## config.mk

```make
export PLATFORM = sky130hd
export DESIGN_NAME = da_fir_serial_core_flat
export DESIGN_NICKNAME = d
export VERILOG_FILES = /design/src/rtl/da_fir_serial_core_if.sv /design/src/rtl/da_fir_serial_core.sv /design/src/flat_wrapper.sv
export SDC_FILE = /design/constraint.sdc
export NUM_CORES = 1
export LEC_CHECK = 0
export CORE_MARGIN = 8
export CORE_UTILIZATION = 30
export CTS_CLUSTER_DIAMETER = 50
export CTS_CLUSTER_SIZE = 16
export DETAILED_ROUTE_END_ITERATION = 8
export SYNTH_ARGS = -nofsm -noshare
export SYNTH_HDL_FRONTEND = slang
export SYNTH_SLANG_ARGS = --single-unit
export TNS_END_PERCENT = 1
```

## constraint.sdc

```tcl
create_clock -name clk -period 4.3 [get_ports clk]
set_input_delay 0.86 -clock clk [delete_from_list [all_inputs] [get_ports clk]]
set_output_delay 0.86 -clock clk [all_outputs]
set_load 0.02 [all_outputs]
```

## src/rtl/da_fir_serial_core_if.sv

```systemverilog
// ---------------------------------------------------------------------------
// da_fir_serial_core_if
// Bundles the three buses around the bit-serial DA FIR core:
//   - sample input stream : in_data / in_valid / in_ready
//   - DA LUT lookup       : lut_addr (core -> LUT), lut_data (LUT -> core)
//   - result stream       : out_data / out_valid / out_ready
//   - clr                 : synchronous delay-line clear (IDLE only)
// Modports:
//   slave  - the core side (consumes samples, produces results)
//   master - the environment side (sample source, LUT, result sink)
// ---------------------------------------------------------------------------
interface da_fir_serial_core_if #(
    parameter int DATA_W = 8,
    parameter int LUT_W  = 17,
    parameter int OUT_W  = DATA_W + LUT_W
);
    logic                     clr;
    logic signed [DATA_W-1:0] in_data;
    logic                     in_valid;
    logic                     in_ready;
    logic        [6:0]        lut_addr;
    logic signed [LUT_W-1:0]  lut_data;
    logic signed [OUT_W-1:0]  out_data;
    logic                     out_valid;
    logic                     out_ready;

    modport slave (
        input  clr, in_data, in_valid, lut_data, out_ready,
        output in_ready, lut_addr, out_data, out_valid
    );

    modport master (
        output clr, in_data, in_valid, lut_data, out_ready,
        input  in_ready, lut_addr, out_data, out_valid
    );
endinterface

```

## src/rtl/da_fir_serial_core.sv

```systemverilog
// ---------------------------------------------------------------------------
// da_fir_serial_core
// Bit-serial distributed-arithmetic engine for a 7-tap symmetric FIR.
// Each accepted sample is shifted into a 7-deep delay line, then the taps
// are walked MSB first for DATA_W cycles. Every cycle the 7 current tap bits
// form the address of an external combinational LUT whose signed partial sum
// is shift-accumulated; the sign-bit slice is subtracted (two's complement
// weight). The full-precision result is then held until the sink takes it.
//
// Ports:
//   clk    - clock, rising edge
//   reset  - asynchronous active-high reset
//   bus    - slave side of da_fir_serial_core_if
//            (clr, in_* sample stream, lut_addr/lut_data, out_* result stream)
// ---------------------------------------------------------------------------
module da_fir_serial_core #(
    parameter int DATA_W = 8,
    parameter int LUT_W  = 17,
    parameter int OUT_W  = DATA_W + LUT_W
) (
    input  logic                  clk,
    input  logic                  reset,
    da_fir_serial_core_if.slave   bus
);
    localparam int NUM_TAPS = 7;
    localparam int CNT_W    = (DATA_W > 1) ? $clog2(DATA_W) : 1;
    localparam logic [CNT_W-1:0] CNT_MSB = CNT_W'(DATA_W - 1);

    typedef enum logic [1:0] {
        IDLE = 2'd0,
        CALC = 2'd1,
        DONE = 2'd2
    } state_t;

    state_t                               state;
    logic [NUM_TAPS-1:0][DATA_W-1:0]      taps;      // taps[0] = newest sample
    logic [CNT_W-1:0]                     bit_cnt;
    logic signed [OUT_W-1:0]              acc;
    logic signed [OUT_W-1:0]              acc_next;
    logic signed [OUT_W-1:0]              lut_sext;
    logic signed [OUT_W-1:0]              out_data_r;
    logic                                 out_valid_r;
    logic [NUM_TAPS-1:0]                  addr_bits;
    logic                                 in_ready_c;
    logic                                 accept;

    // Bit slice of every tap at the current bit position.
    for (genvar k = 0; k < NUM_TAPS; k++) begin : g_addr
        assign addr_bits[k] = taps[k][bit_cnt];
    end

    assign bus.lut_addr  = (state == CALC) ? addr_bits : '0;
    assign bus.out_data  = out_data_r;
    assign bus.out_valid = out_valid_r;

    // clr takes priority over an offered sample.
    assign in_ready_c    = (state == IDLE) && !bus.clr;
    assign bus.in_ready  = in_ready_c;
    assign accept        = bus.in_valid && in_ready_c;

    assign lut_sext = {{(OUT_W-LUT_W){bus.lut_data[LUT_W-1]}}, bus.lut_data};

    // MSB slice carries negative weight; later slices shift-add.
    always_comb begin
        acc_next = '0;
        if (bit_cnt == CNT_MSB)
            acc_next = -lut_sext;
        else
            acc_next = (acc <<< 1) + lut_sext;
    end

    always_ff @(posedge clk or posedge reset) begin
        if (reset) begin
            state       <= IDLE;
            taps        <= '0;
            bit_cnt     <= CNT_MSB;
            acc         <= '0;
            out_data_r  <= '0;
            out_valid_r <= 1'b0;
        end else begin
            case (state)
                IDLE: begin
                    if (bus.clr) begin
                        taps <= '0;
                    end else if (accept) begin
                        taps    <= {taps[NUM_TAPS-2:0], bus.in_data};
                        acc     <= '0;
                        bit_cnt <= CNT_MSB;
                        state   <= CALC;
                    end
                end
                CALC: begin
                    acc <= acc_next;
                    if (bit_cnt == '0) begin
                        out_data_r  <= acc_next;
                        out_valid_r <= 1'b1;
                        bit_cnt     <= CNT_MSB;
                        state       <= DONE;
                    end else begin
                        bit_cnt <= bit_cnt - 1'b1;
                    end
                end
                DONE: begin
                    if (bus.out_ready) begin
                        out_valid_r <= 1'b0;
                        state       <= IDLE;
                    end
                end
                default: state <= IDLE;
            endcase
        end
    end
endmodule

```

## src/flat_wrapper.sv

```systemverilog
// flat-port wrapper written by rule: the top's interface ports become plain ports
module da_fir_serial_core_flat 
#(
    parameter int DATA_W = 8,
    parameter int LUT_W  = 17,
    parameter int OUT_W  = DATA_W + LUT_W
)
  (clk, reset, bus_clr, bus_in_data, bus_in_valid, bus_lut_data, bus_out_ready, bus_in_ready, bus_lut_addr, bus_out_data, bus_out_valid);
  da_fir_serial_core_if #(.DATA_W(DATA_W), .LUT_W(LUT_W), .OUT_W(OUT_W)) bus_i ();
  input  logic clk;
  input  logic reset;
  input wire logic [$bits(bus_i.clr)-1:0] bus_clr;
  input wire logic [$bits(bus_i.in_data)-1:0] bus_in_data;
  input wire logic [$bits(bus_i.in_valid)-1:0] bus_in_valid;
  input wire logic [$bits(bus_i.lut_data)-1:0] bus_lut_data;
  input wire logic [$bits(bus_i.out_ready)-1:0] bus_out_ready;
  output wire logic [$bits(bus_i.in_ready)-1:0] bus_in_ready;
  output wire logic [$bits(bus_i.lut_addr)-1:0] bus_lut_addr;
  output wire logic [$bits(bus_i.out_data)-1:0] bus_out_data;
  output wire logic [$bits(bus_i.out_valid)-1:0] bus_out_valid;
  assign bus_i.clr = bus_clr;
  assign bus_i.in_data = bus_in_data;
  assign bus_i.in_valid = bus_in_valid;
  assign bus_i.lut_data = bus_lut_data;
  assign bus_i.out_ready = bus_out_ready;
  assign bus_in_ready = bus_i.in_ready;
  assign bus_lut_addr = bus_i.lut_addr;
  assign bus_out_data = bus_i.out_data;
  assign bus_out_valid = bus_i.out_valid;
  da_fir_serial_core #(.DATA_W(DATA_W), .LUT_W(LUT_W), .OUT_W(OUT_W)) u_core (.clk(clk), .reset(reset), .bus(bus_i));
endmodule
```

==> results.cfg, run 1 <==
[cells_and_area]
nFillCells = 2034
finalNetCount = 710
num_antenna_cells = 0
synthToLayoutAreaGrowth_pct = 20.3
drive_gt1_share_pct = 7.91

[synth]
ys_ff_latch = 111
yosysMostFrequentCell = dfrtp_1
ys.flop_type = dfrtp_1
synth_area_leaders = dfrtp_1 (44%), a22o_1 (8.0%), ha_1 (5.5%)
ys_seq_area_share_pct = 45.3
synth_top_area_share_pct = 44.1
synth_xor_area_share_pct = 4.43
synth_area_sq_mm = 0.00613
synth_edf_count = 0
synth_top_family_by_area = compound AO/OA/AOI/OAI gates
ys_warn_count = 0
synthTopCellsByCount = dfrtp_1 (108), nand2_1 (63), o21ai_0 (59)
synthSimpleGateAreaFrac_pct = 13.0
muxShareOfSynthArea_pct = 6.77
yosysTopAreaCell = dfrtp_1
synth_compound_gate_area_share_pct = 21.9
synthArstFlopShare_pct = 100
synth.distinct_cells = 52
netlist_instances = 605
synth_nets = 663
synthAdderAreaFrac_pct = 5.83
synth_area_per_cell_sq_um = 10.1

[die]
fp.dieArea_sq_mm = 0.0253
ios = 64
initial_core_util_pct = 30.4
num_rows = 52
dieHeight_um = 159
core_sq_mm = 0.0202
die_w_um = 159

[global_route]
grt_pass1_vias = 4945
globalRoute.totalOverflow = 0
grtUsageTotal_pct = 13.0
antenna_found_initial = 0
grt_max_degree = 60
grt_first_pass_wirelength_um = 26900

[routing]
vias = 4837
wl_um = 15900
drc_errors = 0
vias_per_cell = 5.22
drtIter0Drc = 282
ant_nets = 0
avgRoutedWirePerCell_um = 17.2
first_pass_iters = 4

[worst_setup_path]
critPathCaptureType = primary output
criticalPathCategory = reg2out
path_max_fanout = 18
reg2regPathDepth = 6
rrSetupSlack_ns = 1.49
r2r_start = u_core.bit_cnt[0]
cp_data_required_time_ns = 3.44
crit_arrival_ns = 2.68
cp-start-kind = register
reg2reg_to = u_core.acc[23]

[worst_hold_path]
hold_path.startpoint = u_core.bus.out_data[13]
min_to = u_core.bus.out_data[13]
hp-class = reg2reg
whs_path_depth = 2

[timing]
worst_pin_slew_ns = 0.750
slew_viol_final = 0
setup_tns_ns = 0
slew_headroom_pct = 50.0
fin_crit_sh_pct = 82.3
finClkSkew_ns = 0.00870
hold_viol = 0
rsz0062_at_grt = no
clock.fmax_mhz = 283
period_needed_ns = 3.54
final-setup-viol-count = 0

[power]
p_leak_nw = 3.26
p_total_mw = 5.18
irDropWorstVdd_v = 0.000241
p_per_area_mw_per_mm2 = 702

[clock_network]
clock_latency_ns = 0.36
cts_buffer_depth = 2
cts_root_buf = clkbuf_16
cts_buffers = 9
post_cts_buffers = 0
cts.clk_slew.worst_paths_ns = 0.08
ctsHoldBuffers = 0
cts_tree = yes
cts_resized = 0
htree_levels = 3
clock_sinks = 111

[status]
status = completed

[placed_design]
dp.final_hpwl_um = 11300
io_buffers = 63
gp_congestion = 0.882

[job]
drv_cap = 0
logic make-up after synthesis:
| logic type | after synthesis |
|---|---|
| AO/OA/AOI/OAI | 199 |
| XOR/XNOR | 31 |
| adder cells (fa/ha/maj) | 28 |
| buffers and inverters | 45 |
| flip-flops | 111 |
| multiplexers | 24 |
| AND/OR/NAND/NOR | 167 |
area by class of cell:
| class | count | area [sq um] | share of cell area [%] |
|---|---|---|---|
| Multi-Input combinational cell | 449 | 3200 | 43.4 |
| Sequential cell | 111 | 2780 | 37.7 |
| Timing Repair Buffer | 71 | 703 | 9.53 |
| Tap cell | 270 | 338 | 4.58 |
| Clock buffer | 10 | 239 | 3.24 |
| Clock inverter | 6 | 75.1 | 1.02 |
| Inverter | 10 | 40.0 | 0.543 |
worst max-delay path by stage:
stage	to	cells past startpoint	from	slack [ns]
2_1_floorplan	u_core.acc[0]	1	reset	0.51
3_3_place_gp	u_core.acc[22]	10	bus_lut_data[16]	0.56
3_5_place_dp	u_core.acc[22]	10	bus_lut_data[16]	0.59
4_1_cts	bus_lut_addr[2]	4	u_core.bit_cnt[0]	0.67
5_1_grt	bus_lut_addr[3]	4	u_core.bit_cnt[0]	0.56
6_report	bus_lut_addr[2]	4	u_core.bit_cnt[0]	0.76
cell usage in the layout, fill, tap and decap left out, types with 10 or more instances in the layout:
cell,instances
a21o_1,14
a21oi_1,33
a22o_1,56
clkdlybuf4s50_1,63
dfrtp_1,108
ha_1,27
mux2i_1,10
mux4_2,14
nand2_1,63
nor2_1,40
nor3_1,14
o21ai_0,58
xnor2_1,14
xor2_1,17
metrics by stage:
step                      instances  hold slack [ns]  cell area (sq um)  util (%)  setup WS, ns
after floorplan                 605            0.453               6130         -         0.514
after global placement          911            0.460               7070      35.0         0.555
after detailed placement        911            0.470               7070      35.0         0.594
after CTS                       927            0.487               7380      36.6         0.675
after global routing            927            0.506               7380      36.6         0.558
final                           927            0.477               7380      36.6         0.763
registers in the layout, summed over array words and instances, names as in the netlist:
name,flops
u_core.acc,24
u_core.taps,56
u_core.bit_cnt,3
u_core.bus.out_valid,1
u_core.state,2
u_core.bus.out_data,25
critical path, cell delays in order (launching register included):
cell and delay (ns):
dfstp_2 0.90, mux4_2 0.60, mux2i_1 0.17, nor2_1 0.07, clkdlybuf4s50_1 0.56
layer usage:
layer  GRT usage, %  wire length (um)
met5              0                 0
met4           3.34               241
met3           3.28               634
met2           20.6              7480
met1           17.3              7550
power breakdown:
part / switching, mW / total [mW] / internal (mW) / leakage, nW
logic: 1.49 / 2.59 / 1.10 / 1.67
clock network: 0.415 / 0.894 / 0.479 / 0.157
registers: 0.302 / 1.69 / 1.39 / 1.43
total: 2.21 / 5.18 / 2.97 / 3.26
(Power assumes the default switching activity.)
==> run 2: changes to the inputs <==
==> constraint.sdc (replaced) <==
create_clock -name clk -period 3.3 [get_ports clk]
set_input_delay 0.66 -clock clk [delete_from_list [all_inputs] [get_ports clk]]
set_output_delay 0.66 -clock clk [all_outputs]
set_load 0.02 [all_outputs]
==> run 2 against run 1 <==
Sequential power increased by 29%. Sequential share of layout area fell by 1.4 points. Combinational power is 41% higher. Final cell count rose by 3.9%. Clock skew grew 0.0019 ns. Die area stayed put. Utilization rose by 1.4 points. Count of clock-buffer cells in the layout decreased by 1. Setup slack got worse by 0.63 ns. Routed wire length rose by 1.8%. Largest power group unchanged.
==> results.cfg, run 2 (synthesized netlist as in run 1, its figures left out) <==
[routing]
vias = 4952
drtIter0Drc = 342
drc_errors = 0
avgRoutedWirePerCell_um = 16.8
vias_per_cell = 5.14
first_pass_iters = 5
wl_um = 16200
ant_nets = 0

[clock_network]
cts_root_buf = clkbuf_16
cts_tree = yes
cts_buffer_depth = 2
clock_latency_ns = 0.36
clock_sinks = 111
post_cts_buffers = 0
cts_resized = 0
cts.clk_slew.worst_paths_ns = 0.07
cts_buffers = 9
ctsHoldBuffers = 0
htree_levels = 3

[status]
status = completed

[worst_setup_path]
slowest_stage = dfstp_4
crit_arrival_ns = 2.51
path_buf_inv = 2
cp_data_required_time_ns = 2.64
criticalPathCategory = reg2out
cp-start-kind = register
path_max_fanout = 9
path_delay_family = buffers and inverters
critPathCaptureType = primary output
cp_cell_sequence = buf_4 > mux4_2 > mux2i_1 > nor2_1 > clkdlybuf4s50_1
cpPeakStageDelay_ns = 0.71

[timing]
fin_crit_sh_pct = 96.0
clock.fmax_mhz = 316
slew_headroom_pct = 44.0
hold_viol = 0
final-setup-viol-count = 0
rsz0062_at_grt = no
finClkSkew_ns = 0.0106
period_needed_ns = 3.17
hold_ws_ns = 0.477
slew_viol_final = 0
setup_tns_ns = 0
worst_pin_slew_ns = 0.837

[die]
num_rows = 52
ios = 64
core_sq_mm = 0.0202
dieHeight_um = 159
initial_core_util_pct = 30.4
fp.dieArea_sq_mm = 0.0253
die_w_um = 159

[global_route]
globalRoute.totalOverflow = 0
grt_first_pass_wirelength_um = 27100
grtUsageTotal_pct = 13.1
grt_max_degree = 57
antenna_found_initial = 0
grt_pass1_vias = 4881

[cells_and_area]
largest-register = u_core.taps
finalNetCount = 746
largest_register_ffs = 56
final_cell_mix = dfrtp_1 (108), nand2_1 (63), clkdlybuf4s50_1 (63), o21ai_0 (58), a22o_1 (56)
nFillCells = 2009
post-route-util_pct = 38.0
synthToLayoutAreaGrowth_pct = 25.0
final_common_cell = dfrtp_1
num_antenna_cells = 0
drive_gt1_share_pct = 12.7

[power]
p_total_mw = 6.97
p_leak_nw = 3.43
irDropWorstVdd_v = 0.000368
p_per_area_mw_per_mm2 = 910

[worst_hold_path]
hp-class = reg2reg

[placed_design]
dp.final_hpwl_um = 11800
io_buffers = 63
gp_congestion = 0.863

[job]
drv_cap = 0
[run 2: final timing paths]
| kind | start | end | slack [ns] | cells after the start |
|---|---|---|---|---|
| worst max-delay path | u_core.bit_cnt[0] | bus_lut_addr[0] | 0.13 | 5 |
| worst min-delay path | u_core.bus.out_data[16] | u_core.bus.out_data[16] | 0.48 | 2 |
| worst max register to register | u_core.acc[0] | u_core.acc[17] | 0.76 | 9 |
| worst min register to register | u_core.bus.out_data[16] | u_core.bus.out_data[16] | 0.48 | 2 |
| max in group asynchronous | reset | u_core.bit_cnt[0] | 1.83 | 3 |
| min in group asynchronous | reset | u_core.bus.out_data[3] | 0.75 | 2 |
[run 2: worst reg2reg max path: cells and delay by family (launching register included)]
| family | cells | cell delay [ns] |
|---|---|---|
| xor gates and xnor gates | 1 | 0.22 |
| DFF | 1 | 0.39 |
| and+or+nand+nor | 1 | 0.22 |
| AOI/OAI and AO/OA | 5 | 0.95 |
| adders and majority gates | 2 | 0.63 |
[run 2: power breakdown]
group          switching, mW  internal (mW)
clock                  0.532          0.599
combinational           2.04           1.61
sequential             0.366           1.82
total                   2.94           4.03
[run 2: final cells by class]
class | count | area, sq um | area share [%]
clock buffers | 9 | 225 | 2.94
clock inverters | 7 | 77.6 | 1.01
inverters | 10 | 41.3 | 0.538
multi-input cells | 449 | 3200 | 41.8
flip-flops and latches | 111 | 2790 | 36.3
well taps | 270 | 338 | 4.41
repair buffers | 107 | 998 | 13.0
[run 2: through the flow]
| step | setup WS [ns] | instances | area [sq um] |
|---|---|---|---|
| detailed placement | -0.00282 | 947 | 7360 |
| CTS | 0.0670 | 963 | 7660 |
| finish | 0.132 | 963 | 7670 |
| global route | 0.0114 | 963 | 7670 |
| global placement | 0.00454 | 947 | 7360 |
| floorplan | 0.646 | 605 | 6140 |
[run 2: metal layers]
metal | wire, um | part of all wire [%] | vias up | track usage (%)
li1 | - | - | 2418 | -
met1 | 7800 | 48 | 2409 | 17.9
met2 | 7680 | 47 | 116 | 20.6
met3 | 599 | 3.7 | 9 | 3.31
met4 | 110 | 0.68 | 0 | 2.40
met5 | 0 | 0 | - | 0
